--- config.mk ---
export PLATFORM = sky130hd
export DESIGN_NAME = branch_cmp_pipe_flat
export DESIGN_NICKNAME = d
export VERILOG_FILES = /design/src/rtl/branch_cmp_pipe_if.sv /design/src/rtl/branch_cmp_pipe.sv /design/src/flat_wrapper.sv
export SDC_FILE = /design/constraint.sdc
export NUM_CORES = 1
export LEC_CHECK = 0
export BUFFER_PORTS_ARGS = -buffer_cell sky130_fd_sc_hd__buf_2
export CAP_MARGIN = 40
export CORE_ASPECT_RATIO = 1.1
export CORE_MARGIN = 2
export CORE_UTILIZATION = 30
export CTS_BUF_LIST = sky130_fd_sc_hd__clkbuf_4
export DETAILED_ROUTE_END_ITERATION = 10
export GPL_TIMING_DRIVEN = 0
export HOLD_SLACK_MARGIN = 0.06
export PLACE_DENSITY_LB_ADDON = 0.3
export SLEW_MARGIN = 20
export SYNTH_ARGS = -nofsm -noshare
export SYNTH_HDL_FRONTEND = slang
export SYNTH_SLANG_ARGS = --single-unit
--- constraint.sdc ---
create_clock -name clk -period 3.8 [get_ports clk]
set_clock_uncertainty 0.15 [all_clocks]
set_input_delay 0.57 -clock clk [delete_from_list [all_inputs] [get_ports clk]]
set_output_delay 0.57 -clock clk [all_outputs]
set_load 0.03 [all_outputs]
--- src/rtl/branch_cmp_pipe_if.sv ---
// Request/result bundle between decode/forwarding and PC-select for branch_cmp_pipe.
// The master modport is the issuing side; the slave modport is the branch unit itself.
interface branch_cmp_pipe_if #(
    parameter int DATA_W = 32
);
    logic              in_valid;
    logic              in_ready;
    logic [7:0]        op;
    logic [DATA_W-1:0] a;
    logic [DATA_W-1:0] b;
    logic [DATA_W-1:0] pc;
    logic              pred_taken;
    logic              out_valid;
    logic              out_ready;
    logic              taken;
    logic              is_link;
    logic [DATA_W-1:0] link_addr;
    logic              mispredict;
    logic [31:0]       br_cnt;
    logic [31:0]       mp_cnt;

    modport master (
        output in_valid, op, a, b, pc, pred_taken, out_ready,
        input  in_ready, out_valid, taken, is_link, link_addr, mispredict, br_cnt, mp_cnt
    );

    modport slave (
        input  in_valid, op, a, b, pc, pred_taken, out_ready,
        output in_ready, out_valid, taken, is_link, link_addr, mispredict, br_cnt, mp_cnt
    );
endinterface

--- src/rtl/branch_cmp_pipe.sv ---
// Pipelined branch-condition unit: resolves the branch, computes pc+8 and flags mispredicts.
// Optional BRANCH_CMP_STATS_EN adds saturating resolved-branch and mispredict counters.
module branch_cmp_pipe #(
    parameter int DATA_W = 32,
    parameter int STAGES = 1
) (
    input logic              clk,
    input logic              resetn,
    input logic              flush,
    branch_cmp_pipe_if.slave bus
);
    localparam logic [7:0] OP_BEQ    = 8'h01;
    localparam logic [7:0] OP_BNE    = 8'h02;
    localparam logic [7:0] OP_BGTZ   = 8'h03;
    localparam logic [7:0] OP_BLEZ   = 8'h04;
    localparam logic [7:0] OP_BLTZ   = 8'h05;
    localparam logic [7:0] OP_BLTZAL = 8'h06;
    localparam logic [7:0] OP_BGEZ   = 8'h07;
    localparam logic [7:0] OP_BGEZAL = 8'h08;

    typedef struct packed {
        logic              eq;
        logic              aNeg;
        logic              aZero;
        logic [7:0]        op;
        logic              pred;
        logic [DATA_W-1:0] link;
    } flags_t;

    generate
        if (DATA_W < 8) begin : g_badWidth
            $error("branch_cmp_pipe: DATA_W must be at least 8");
        end
        if (STAGES != 1 && STAGES != 2) begin : g_badStages
            $error("branch_cmp_pipe: STAGES must be 1 or 2");
        end
    endgenerate

    function automatic logic decideTaken(flags_t f);
        logic cond;
        cond = 1'b0;
        case (f.op)
            OP_BEQ:              cond = f.eq;
            OP_BNE:              cond = !f.eq;
            OP_BGTZ:             cond = !f.aNeg && !f.aZero;
            OP_BLEZ:             cond = f.aNeg || f.aZero;
            OP_BLTZ, OP_BLTZAL:  cond = f.aNeg;
            OP_BGEZ, OP_BGEZAL:  cond = !f.aNeg;
            default:             cond = 1'b0;
        endcase
        return cond;
    endfunction

    flags_t            inFlags;
    flags_t            srcFlags;
    logic              srcValid;
    logic              inReady;
    logic              outAccept;
    logic              outLoad;
    logic              outValid_q, outValid_d;
    logic              taken_q, taken_d;
    logic              isLink_q, isLink_d;
    logic              mispredict_q, mispredict_d;
    logic [DATA_W-1:0] link_q, link_d;

    always_comb begin
        inFlags.eq    = (bus.a == bus.b);
        inFlags.aNeg  = bus.a[DATA_W-1];
        inFlags.aZero = (bus.a == '0);
        inFlags.op    = bus.op;
        inFlags.pred  = bus.pred_taken;
        inFlags.link  = bus.pc + DATA_W'(8);
    end

    assign outAccept = !outValid_q || bus.out_ready;

    // With two stages the flags are latched first; with one stage they feed the decision directly.
    generate
        if (STAGES == 2) begin : g_twoStage
            logic   st1Valid_q, st1Valid_d;
            flags_t st1Flags_q, st1Flags_d;

            assign inReady = !flush && (!st1Valid_q || outAccept);

            always_comb begin
                st1Valid_d = st1Valid_q;
                st1Flags_d = st1Flags_q;
                if (flush) begin
                    st1Valid_d = 1'b0;
                end else if (inReady) begin
                    st1Valid_d = bus.in_valid;
                    if (bus.in_valid) begin
                        st1Flags_d = inFlags;
                    end
                end
            end

            always_ff @(posedge clk or negedge resetn) begin
                if (!resetn) begin
                    st1Valid_q <= 1'b0;
                    st1Flags_q <= '0;
                end else begin
                    st1Valid_q <= st1Valid_d;
                    st1Flags_q <= st1Flags_d;
                end
            end

            assign srcValid = st1Valid_q;
            assign srcFlags = st1Flags_q;
        end else begin : g_oneStage
            assign inReady  = !flush && outAccept;
            assign srcValid = bus.in_valid;
            assign srcFlags = inFlags;
        end
    endgenerate

    assign outLoad = !flush && outAccept && srcValid;

    always_comb begin
        outValid_d   = outValid_q;
        taken_d      = taken_q;
        isLink_d     = isLink_q;
        mispredict_d = mispredict_q;
        link_d       = link_q;
        if (flush) begin
            outValid_d = 1'b0;
        end else if (outAccept) begin
            outValid_d = srcValid;
        end
        if (outLoad) begin
            taken_d      = decideTaken(srcFlags);
            isLink_d     = (srcFlags.op == OP_BLTZAL) || (srcFlags.op == OP_BGEZAL);
            mispredict_d = decideTaken(srcFlags) ^ srcFlags.pred;
            link_d       = srcFlags.link;
        end
    end

    always_ff @(posedge clk or negedge resetn) begin
        if (!resetn) begin
            outValid_q   <= 1'b0;
            taken_q      <= 1'b0;
            isLink_q     <= 1'b0;
            mispredict_q <= 1'b0;
            link_q       <= '0;
        end else begin
            outValid_q   <= outValid_d;
            taken_q      <= taken_d;
            isLink_q     <= isLink_d;
            mispredict_q <= mispredict_d;
            link_q       <= link_d;
        end
    end

    assign bus.in_ready   = inReady;
    assign bus.out_valid  = outValid_q;
    assign bus.taken      = taken_q;
    assign bus.is_link    = isLink_q;
    assign bus.mispredict = mispredict_q;
    assign bus.link_addr  = link_q;

`ifdef BRANCH_CMP_STATS_EN
    logic        known_q, known_d;
    logic        countFire;
    logic [31:0] brCnt_q, brCnt_d;
    logic [31:0] mpCnt_q, mpCnt_d;

    // A transfer in a flush cycle is dropped by the pipe, so it is not counted either.
    assign countFire = outValid_q && bus.out_ready && !flush && known_q;

    always_comb begin
        known_d = known_q;
        brCnt_d = brCnt_q;
        mpCnt_d = mpCnt_q;
        if (outLoad) begin
            case (srcFlags.op)
                OP_BEQ, OP_BNE, OP_BGTZ, OP_BLEZ,
                OP_BLTZ, OP_BLTZAL, OP_BGEZ, OP_BGEZAL: known_d = 1'b1;
                default:                                known_d = 1'b0;
            endcase
        end
        if (countFire && (brCnt_q != 32'hFFFF_FFFF)) begin
            brCnt_d = brCnt_q + 32'd1;
        end
        if (countFire && mispredict_q && (mpCnt_q != 32'hFFFF_FFFF)) begin
            mpCnt_d = mpCnt_q + 32'd1;
        end
    end

    always_ff @(posedge clk or negedge resetn) begin
        if (!resetn) begin
            known_q <= 1'b0;
            brCnt_q <= '0;
            mpCnt_q <= '0;
        end else begin
            known_q <= known_d;
            brCnt_q <= brCnt_d;
            mpCnt_q <= mpCnt_d;
        end
    end

    assign bus.br_cnt = brCnt_q;
    assign bus.mp_cnt = mpCnt_q;
`else
    assign bus.br_cnt = '0;
    assign bus.mp_cnt = '0;
`endif
endmodule
--- src/flat_wrapper.sv ---
// flat-port wrapper written by rule: the top's interface ports become plain ports
module branch_cmp_pipe_flat 
#(
    parameter int DATA_W = 32,
    parameter int STAGES = 1
)
  (clk, resetn, flush, bus_in_valid, bus_op, bus_a, bus_b, bus_pc, bus_pred_taken, bus_out_ready, bus_in_ready, bus_out_valid, bus_taken, bus_is_link, bus_link_addr, bus_mispredict, bus_br_cnt, bus_mp_cnt);
  branch_cmp_pipe_if #(.DATA_W(DATA_W)) bus_i ();
  input logic clk;
  input logic resetn;
  input logic flush;
  input wire logic [$bits(bus_i.in_valid)-1:0] bus_in_valid;
  input wire logic [$bits(bus_i.op)-1:0] bus_op;
  input wire logic [$bits(bus_i.a)-1:0] bus_a;
  input wire logic [$bits(bus_i.b)-1:0] bus_b;
  input wire logic [$bits(bus_i.pc)-1:0] bus_pc;
  input wire logic [$bits(bus_i.pred_taken)-1:0] bus_pred_taken;
  input wire logic [$bits(bus_i.out_ready)-1:0] bus_out_ready;
  output wire logic [$bits(bus_i.in_ready)-1:0] bus_in_ready;
  output wire logic [$bits(bus_i.out_valid)-1:0] bus_out_valid;
  output wire logic [$bits(bus_i.taken)-1:0] bus_taken;
  output wire logic [$bits(bus_i.is_link)-1:0] bus_is_link;
  output wire logic [$bits(bus_i.link_addr)-1:0] bus_link_addr;
  output wire logic [$bits(bus_i.mispredict)-1:0] bus_mispredict;
  output wire logic [$bits(bus_i.br_cnt)-1:0] bus_br_cnt;
  output wire logic [$bits(bus_i.mp_cnt)-1:0] bus_mp_cnt;
  assign bus_i.in_valid = bus_in_valid;
  assign bus_i.op = bus_op;
  assign bus_i.a = bus_a;
  assign bus_i.b = bus_b;
  assign bus_i.pc = bus_pc;
  assign bus_i.pred_taken = bus_pred_taken;
  assign bus_i.out_ready = bus_out_ready;
  assign bus_in_ready = bus_i.in_ready;
  assign bus_out_valid = bus_i.out_valid;
  assign bus_taken = bus_i.taken;
  assign bus_is_link = bus_i.is_link;
  assign bus_link_addr = bus_i.link_addr;
  assign bus_mispredict = bus_i.mispredict;
  assign bus_br_cnt = bus_i.br_cnt;
  assign bus_mp_cnt = bus_i.mp_cnt;
  branch_cmp_pipe #(.DATA_W(DATA_W), .STAGES(STAGES)) u_core (.clk(clk), .resetn(resetn), .flush(flush), .bus(bus_i));
endmodule
==> impl_metrics.json, run 1 <==
{
  "diodes": 0,
  "ys_top_cells_by_area": "dfrtp_1, buf_4, xor2_1",
  "cts_buffer_depth": 2,
  "synth_seq_area_share": 0.3162,
  "dp_hpwl_mm": 6.870,
  "tightest_slew_ns": 0.6596,
  "cts.sinks": 36,
  "overflow": 0,
  "drt_iter0_markers": 74,
  "synth_ff_type": "dfrtp_1",
  "grt_pass1_vias": 2799,
  "p_leak_nw": 2.172,
  "final_nets": 670,
  "cpPeakStageDelay_ns": 0.56,
  "dpl_cell_area_um2": 3963,
  "powerDensity_nw_per_um2": 293.5,
  "rsz0062_at_grt": "no",
  "worstPathArrival_ns": 2.48,
  "maxSlewHeadroom": 0.5569,
  "async_flop_share": 1.000,
  "synth.avg_cell_area_um2": 8.379,
  "area_growth_pct": 42.07,
  "start_kind": "input pin",
  "start_util": 0.3062,
  "stdcell_area_um2": 4048,
  "antenna_found_initial": 0,
  "cts_buffers": 5,
  "critPathSlowestCell": "or4_4",
  "ios": 211,
  "synth.most_common_cell": "buf_4",
  "outcome": "completed",
  "via_per_inst": 4.268,
  "slew_violations": 0,
  "end_kind": "register",
  "hold_viol_final": 0,
  "synthCells": 340,
  "grt_use_total": 0.1486,
  "wl_mm": 7.983,
  "cap_violations": 0,
  "clk_latency_ns": 0.33,
  "ys_ff_latch": 36,
  "critPathMaxFanout": 3,
  "antenna_left": 0,
  "grt_max_degree": 37,
  "cts-htree-levels": 2,
  "tritoncts": "built",
  "grt_pass1_wl_mm": 12.61,
  "crit_chain": "buf_2 > xor2_1 > nor4_1 > nand4_1 > or4_4 > and4_1 > or3_1",
  "route.met2.wl_mm": 4.362,
  "fp-row-count": 37,
  "final.setup.tns_ns": 0,
  "drc": 0,
  "yosysWarnings": 0,
  "place.gp.congestion": 0.7964,
  "chipWidth_um": 96.92,
  "min-delay-path-class": "input pin to register",
  "synth_edf_count": 0,
  "layout_min_cycle_time_ns": 2.399,
  "path_clk_slew_ns": 0.11,
  "first_pass_iters": 4,
  "wl_met1_mm": 2.976,
  "routed-via-count": 2885,
  "synth_top_area_frac": 0.3162,
  "core_um2": 9305,
  "period_share": 0.6314,
  "wl_per_cell_um": 11.81,
  "synth_top_area_cell": "dfrtp_1",
  "portBuffers": 146,
  "r2r_slack_ns": 1.97,
  "setup_viol": 0,
  "cp_data_required_time_ns": 3.88,
  "dieHeight_um": 106.2,
  "final_core_util": 0.4350,
  "fmax_ghz": 0.4168,
  "synth_common_cells": "buf_4, nand2_1, xor2_1",
  "synth.distinct_cells": 36,
  "fp.dieArea_um2": 10290,
  "peakVddDrop_mv": 0.1061,
  "dr_wl_met3_um": 596,
  "synth_area_um2": 2849,
  "critPathKind": "input pin to register",
  "clock-root-buffer": "clkbuf_4",
  "drive_gt1_frac": 0.4025,
  "highest_layer": "met4"
}
cells in the final DEF, fill, tap and decap left out, types with 8 or more instances in the layout:
cell type  count
nand2_1       53
buf_4         64
buf_2        147
nor2_1        13
nand4_1       13
conb_1        64
nor4_1        16
clkbuf_1       8
xor2_1        46
o21ai_0       26
xnor2_1       12
and3_1         8
dfrtp_1       36
timing repair:
item | CTS | global route
gates resized for setup | 0 | 0
hold buffers | 0 | 1
hold endpoints to repair | 0 | 11
buffers inserted | 0 | 0
flip-flops by register name, indices dropped and copies added, names as in the netlist:
register / flops
u_core.bus.taken: 1
u_core.bus.link_addr: 32
u_core.bus.mispredict: 1
u_core.bus.out_valid: 1
u_core.bus.is_link: 1
critical path: cells and delay by family:
kind | cells | cell delay (ns)
simple gates | 5 | 1.63
xor+xnor | 1 | 0.16
buf+inv | 1 | 0.12
per-layer routing:
layer	up-vias	global-route usage
li1	1470	-
met1	1276	0.1622
met2	135	0.2946
met3	4	0.02959
met4	0	0.03018
met5	-	0
report_power, final:
group	internal [mW]	leakage (nW)	total [mW]	switching [mW]
Combinational	0.180	1.69	0.520	0.340
Clock	0.0754	0.0315	0.205	0.130
Sequential	0.436	0.449	0.463	0.0267
cell families after synthesis:
kind of cell,share of synthesized area
DFF,0.3162
xor gates and xnor gates,0.1840
adders and majority gates,0.004391
buffers and inverters,0.1845
other,0.001316
and+or+nand+nor,0.2345
muxes,0.003952
AOI/OAI and AO/OA,0.07114
worst paths after layout:
| check | to | cells past startpoint | start |
|---|---|---|---|
| max | u_core.bus.mispredict | 7 | bus_a[6] |
| min reg2reg | u_core.bus.link_addr[10] | 2 | u_core.bus.link_addr[10] |
| min in group asynchronous | u_core.bus.link_addr[9] | 2 | resetn |
| max reg2reg | u_core.bus.mispredict | 6 | u_core.bus.out_valid |
| max in group asynchronous | u_core.bus.is_link | 3 | resetn |
| min | u_core.bus.out_valid | 2 | flush |
per-stage QoR:
step / setup slack [ns] / power, mW / cells / hold WS (ns)
detailed placement: 1.011 / 0.9896 / 666 / 0.3158
finish: 1.401 / 1.188 / 676 / 0.2418
global route: 1.347 / 1.260 / 676 / 0.2376
floorplan: 1.399 / 0.8146 / 403 / 0.1244
CTS: 1.384 / 1.197 / 673 / 0.1895
global placement: 1.027 / 0.9821 / 666 / 0.3079
layout make-up:
| class | count | area (um2) |
|---|---|---|
| inverter | 4 | 15.01 |
| clock inverter | 1 | 5.005 |
| multi-input combinational | 291 | 1659 |
| tap | 117 | 146.4 |
| fill | 963 | 5258 |
| buffer | 72 | 510.5 |
| sequential | 36 | 900.9 |
| timing repair buffer | 149 | 765.7 |
| clock buffer | 6 | 45.04 |
No activity file was read; power rests on OpenSTA's default activity.
==> run 2, diff against run 1 <==
- ABC_AREA: default -> 1
- clock period: 3.8 -> 2.5 ns (I/O delays scaled with it)
==> run 2 against run 1 <==
Compared with the run above:
- non-clock buffer count fell by 1
- flip-flop and latch count did not move
- cell count rose by 23%
- power rose by 58%
- via count rose by 18%
- register-to-register slack got worse by 1.3 ns
- global-route usage rose by 1.1 points
- sequential share of layout area fell by 2.0 points
- routed wire length rose by 16%
- critical endpoint is now u_core.bus.link_addr[23]
- largest cell class unchanged
- largest power group unchanged
- highest routed layer unchanged
==> impl_metrics.json, run 2 <==
{
  "outcome": "completed",
  "crit_top_cell": "nand2_1",
  "p_leak_nw": 2.498,
  "rsz0062_at_grt": "no",
  "p_total_mw": 1.880,
  "grt_max_degree": 37,
  "layout_min_cycle_time_ns": 2.136,
  "first_pass_iters": 5,
  "maxSlewHeadroom": 0.6364,
  "portBuffers": 145,
  "synth_top_area_cell": "dfrtp_1",
  "fp.dieArea_um2": 11510,
  "start_util": 0.3079,
  "cts-htree-levels": 2,
  "chipWidth_um": 102.5,
  "yosysWarnings": 0,
  "r2r-start": "u_core.bus.out_valid",
  "clock-root-buffer": "clkbuf_4",
  "final_common_cell": "buf_2",
  "antenna_left": 0,
  "wl_met1_mm": 4.045,
  "area_growth_pct": 39.01,
  "synthCells": 469,
  "stdcell_area_um2": 4449,
  "powerDensity_nw_per_um2": 422.6,
  "setup_viol": 0,
  "r2r_end": "u_core.bus.link_addr[23]",
  "min_from": "bus_pc[0]",
  "holdPathStages": 3,
  "dr_wl_met3_um": 571,
  "synth_ff_type": "dfrtp_1",
  "clk_latency_ns": 0.32,
  "path_delay_family": "buffers and inverters",
  "ys_top_cells_by_area": "dfrtp_1, nand2_1, buf_4",
  "critPathMaxFanout": 10,
  "cts_buffers": 5,
  "critPathSlowestCell": "dlygate4sd3_1",
  "end_kind": "register",
  "overflow": 0,
  "fillers": 1090,
  "r2r_slack_ns": 0.63,
  "fp-row-count": 39,
  "highest_layer": "met4",
  "diodes": 0,
  "async_flop_share": 1.000,
  "grt_pass1_wl_mm": 14.97,
  "cpPeakStageDelay_ns": 0.53,
  "period_share": 0.8544,
  "drive_gt1_frac": 0.3328,
  "grt_pass1_vias": 3347,
  "synth_seq_area_share": 0.2815,
  "fin_cells": 831,
  "hold-worst-slack_ns": 0.07360,
  "ys_ff_latch": 36,
  "start_kind": "input pin",
  "final.setup.tns_ns": 0,
  "min-delay-path-class": "input pin to register",
  "cap_violations": 0,
  "fmax_ghz": 0.4681,
  "wl_per_cell_um": 11.17,
  "synth_common_cells": "nand2_1, buf_4, nor2_1",
  "cp.buffers_inverters": 4,
  "worst_slack_ns": 0.3639,
  "synth.avg_cell_area_um2": 6.824,
  "dp_hpwl_mm": 7.937,
  "tightest_slew_ns": 0.5455,
  "final_nets": 799,
  "critPathKind": "input pin to register",
  "synth_area_um2": 3201,
  "drt_iter0_markers": 138,
  "final_cell_mix": "buf_2, nand2_1, buf_4, conb_1, nor2_1",
  "cts_buffer_depth": 2,
  "hold_viol_final": 0,
  "antenna_found_initial": 0,
  "place.gp.congestion": 0.8893,
  "grt_use_total": 0.1600,
  "drc": 0,
  "peakVddDrop_mv": 0.1936,
  "largest_register_ffs": 32,
  "post_cts_buffers": 0,
  "synth_top_area_frac": 0.2815,
  "via_per_inst": 4.097,
  "cp_data_required_time_ns": 2.63,
  "synth.distinct_cells": 32,
  "dpl_cell_area_um2": 4342,
  "core_um2": 10390,
  "worstPathArrival_ns": 2.27,
  "dieHeight_um": 112.3,
  "routed-via-count": 3405,
  "slew_violations": 0,
  "synth.most_common_cell": "nand2_1",
  "rr_worst_depth": 6,
  "place_ws_ns": 0.3847,
  "synth_edf_count": 0,
  "min_to": "u_core.bus.link_addr[0]",
  "wl_mm": 9.285,
  "final_core_util": 0.4281,
  "route.met2.wl_mm": 4.583,
  "crit_chain": "dlygate4sd3_1 > buf_2 > a21oi_1 > nand2_1 > clkinv_1 > clkbuf_1 > nand2_1 > nand2_1",
  "ios": 211,
  "path_clk_slew_ns": 0.11,
  "cts.sinks": 36,
  "dp_cells": 820,
  "tritoncts": "built"
}
-- run 2: layout make-up --
cell class / instances / area, um2 / share of cell area
multi-input cells: 390 / 1897 / 0.4263
repair buffers: 149 / 783.3 / 0.1760
plain buffers: 71 / 508.0 / 0.1142
inverters: 35 / 131.4 / 0.02953
flip-flops and latches: 36 / 900.9 / 0.2025
well taps: 143 / 178.9 / 0.04021
clock inverters: 1 / 5.005 / 0.001125
clock buffers: 6 / 45.04 / 0.01012
-- run 2: repair_timing --
action,CTS,global route
gates resized for setup,0,0
hold buffers,3,0
hold endpoints to repair,38,0
-- run 2: where the power goes --
group	leakage, nW	switching, mW	total (mW)	internal (mW)
clock network	0.0315	0.197	0.312	0.115
logic	2.02	0.559	0.857	0.298
registers	0.447	0.0464	0.711	0.665
total	2.50	0.802	1.88	1.08
-- run 2: routing by layer --
metal	up-vias	global-route usage
li1	1780	-
met1	1481	0.2092
met2	132	0.2797
met3	12	0.02491
met4	0	0.02756
met5	-	0
-- run 2: tightest hold or removal path, stage by stage --
cell and delay [ns]:
buf_2 0.08, nand2_1 0.04, nand2_1 0.05
-- run 2: how the worst max path moves through the flow --
stage,startpoint,to,slack (ns),cells after the start
finish,flush,u_core.bus.link_addr[23],0.36,8
global route,flush,u_core.bus.link_addr[4],0.14,8
CTS,flush,u_core.bus.taken,0.35,8
detailed placement,bus_pc[3],u_core.bus.link_addr[21],0.38,11
global placement,bus_pc[3],u_core.bus.link_addr[29],0.40,10
floorplan,u_core.bus.out_valid,u_core.bus.link_addr[23],0.33,6
-- run 2: cell families after synthesis --
family          Yosys count  share of synthesized area
buf+inv                 106                     0.1998
xor+xnor                 47                     0.1286
other cells               1                   0.001172
simple gates            248                     0.3339
flops                    36                     0.2815
fa+ha+maj                 1                   0.003909
compound gates           30                    0.05121
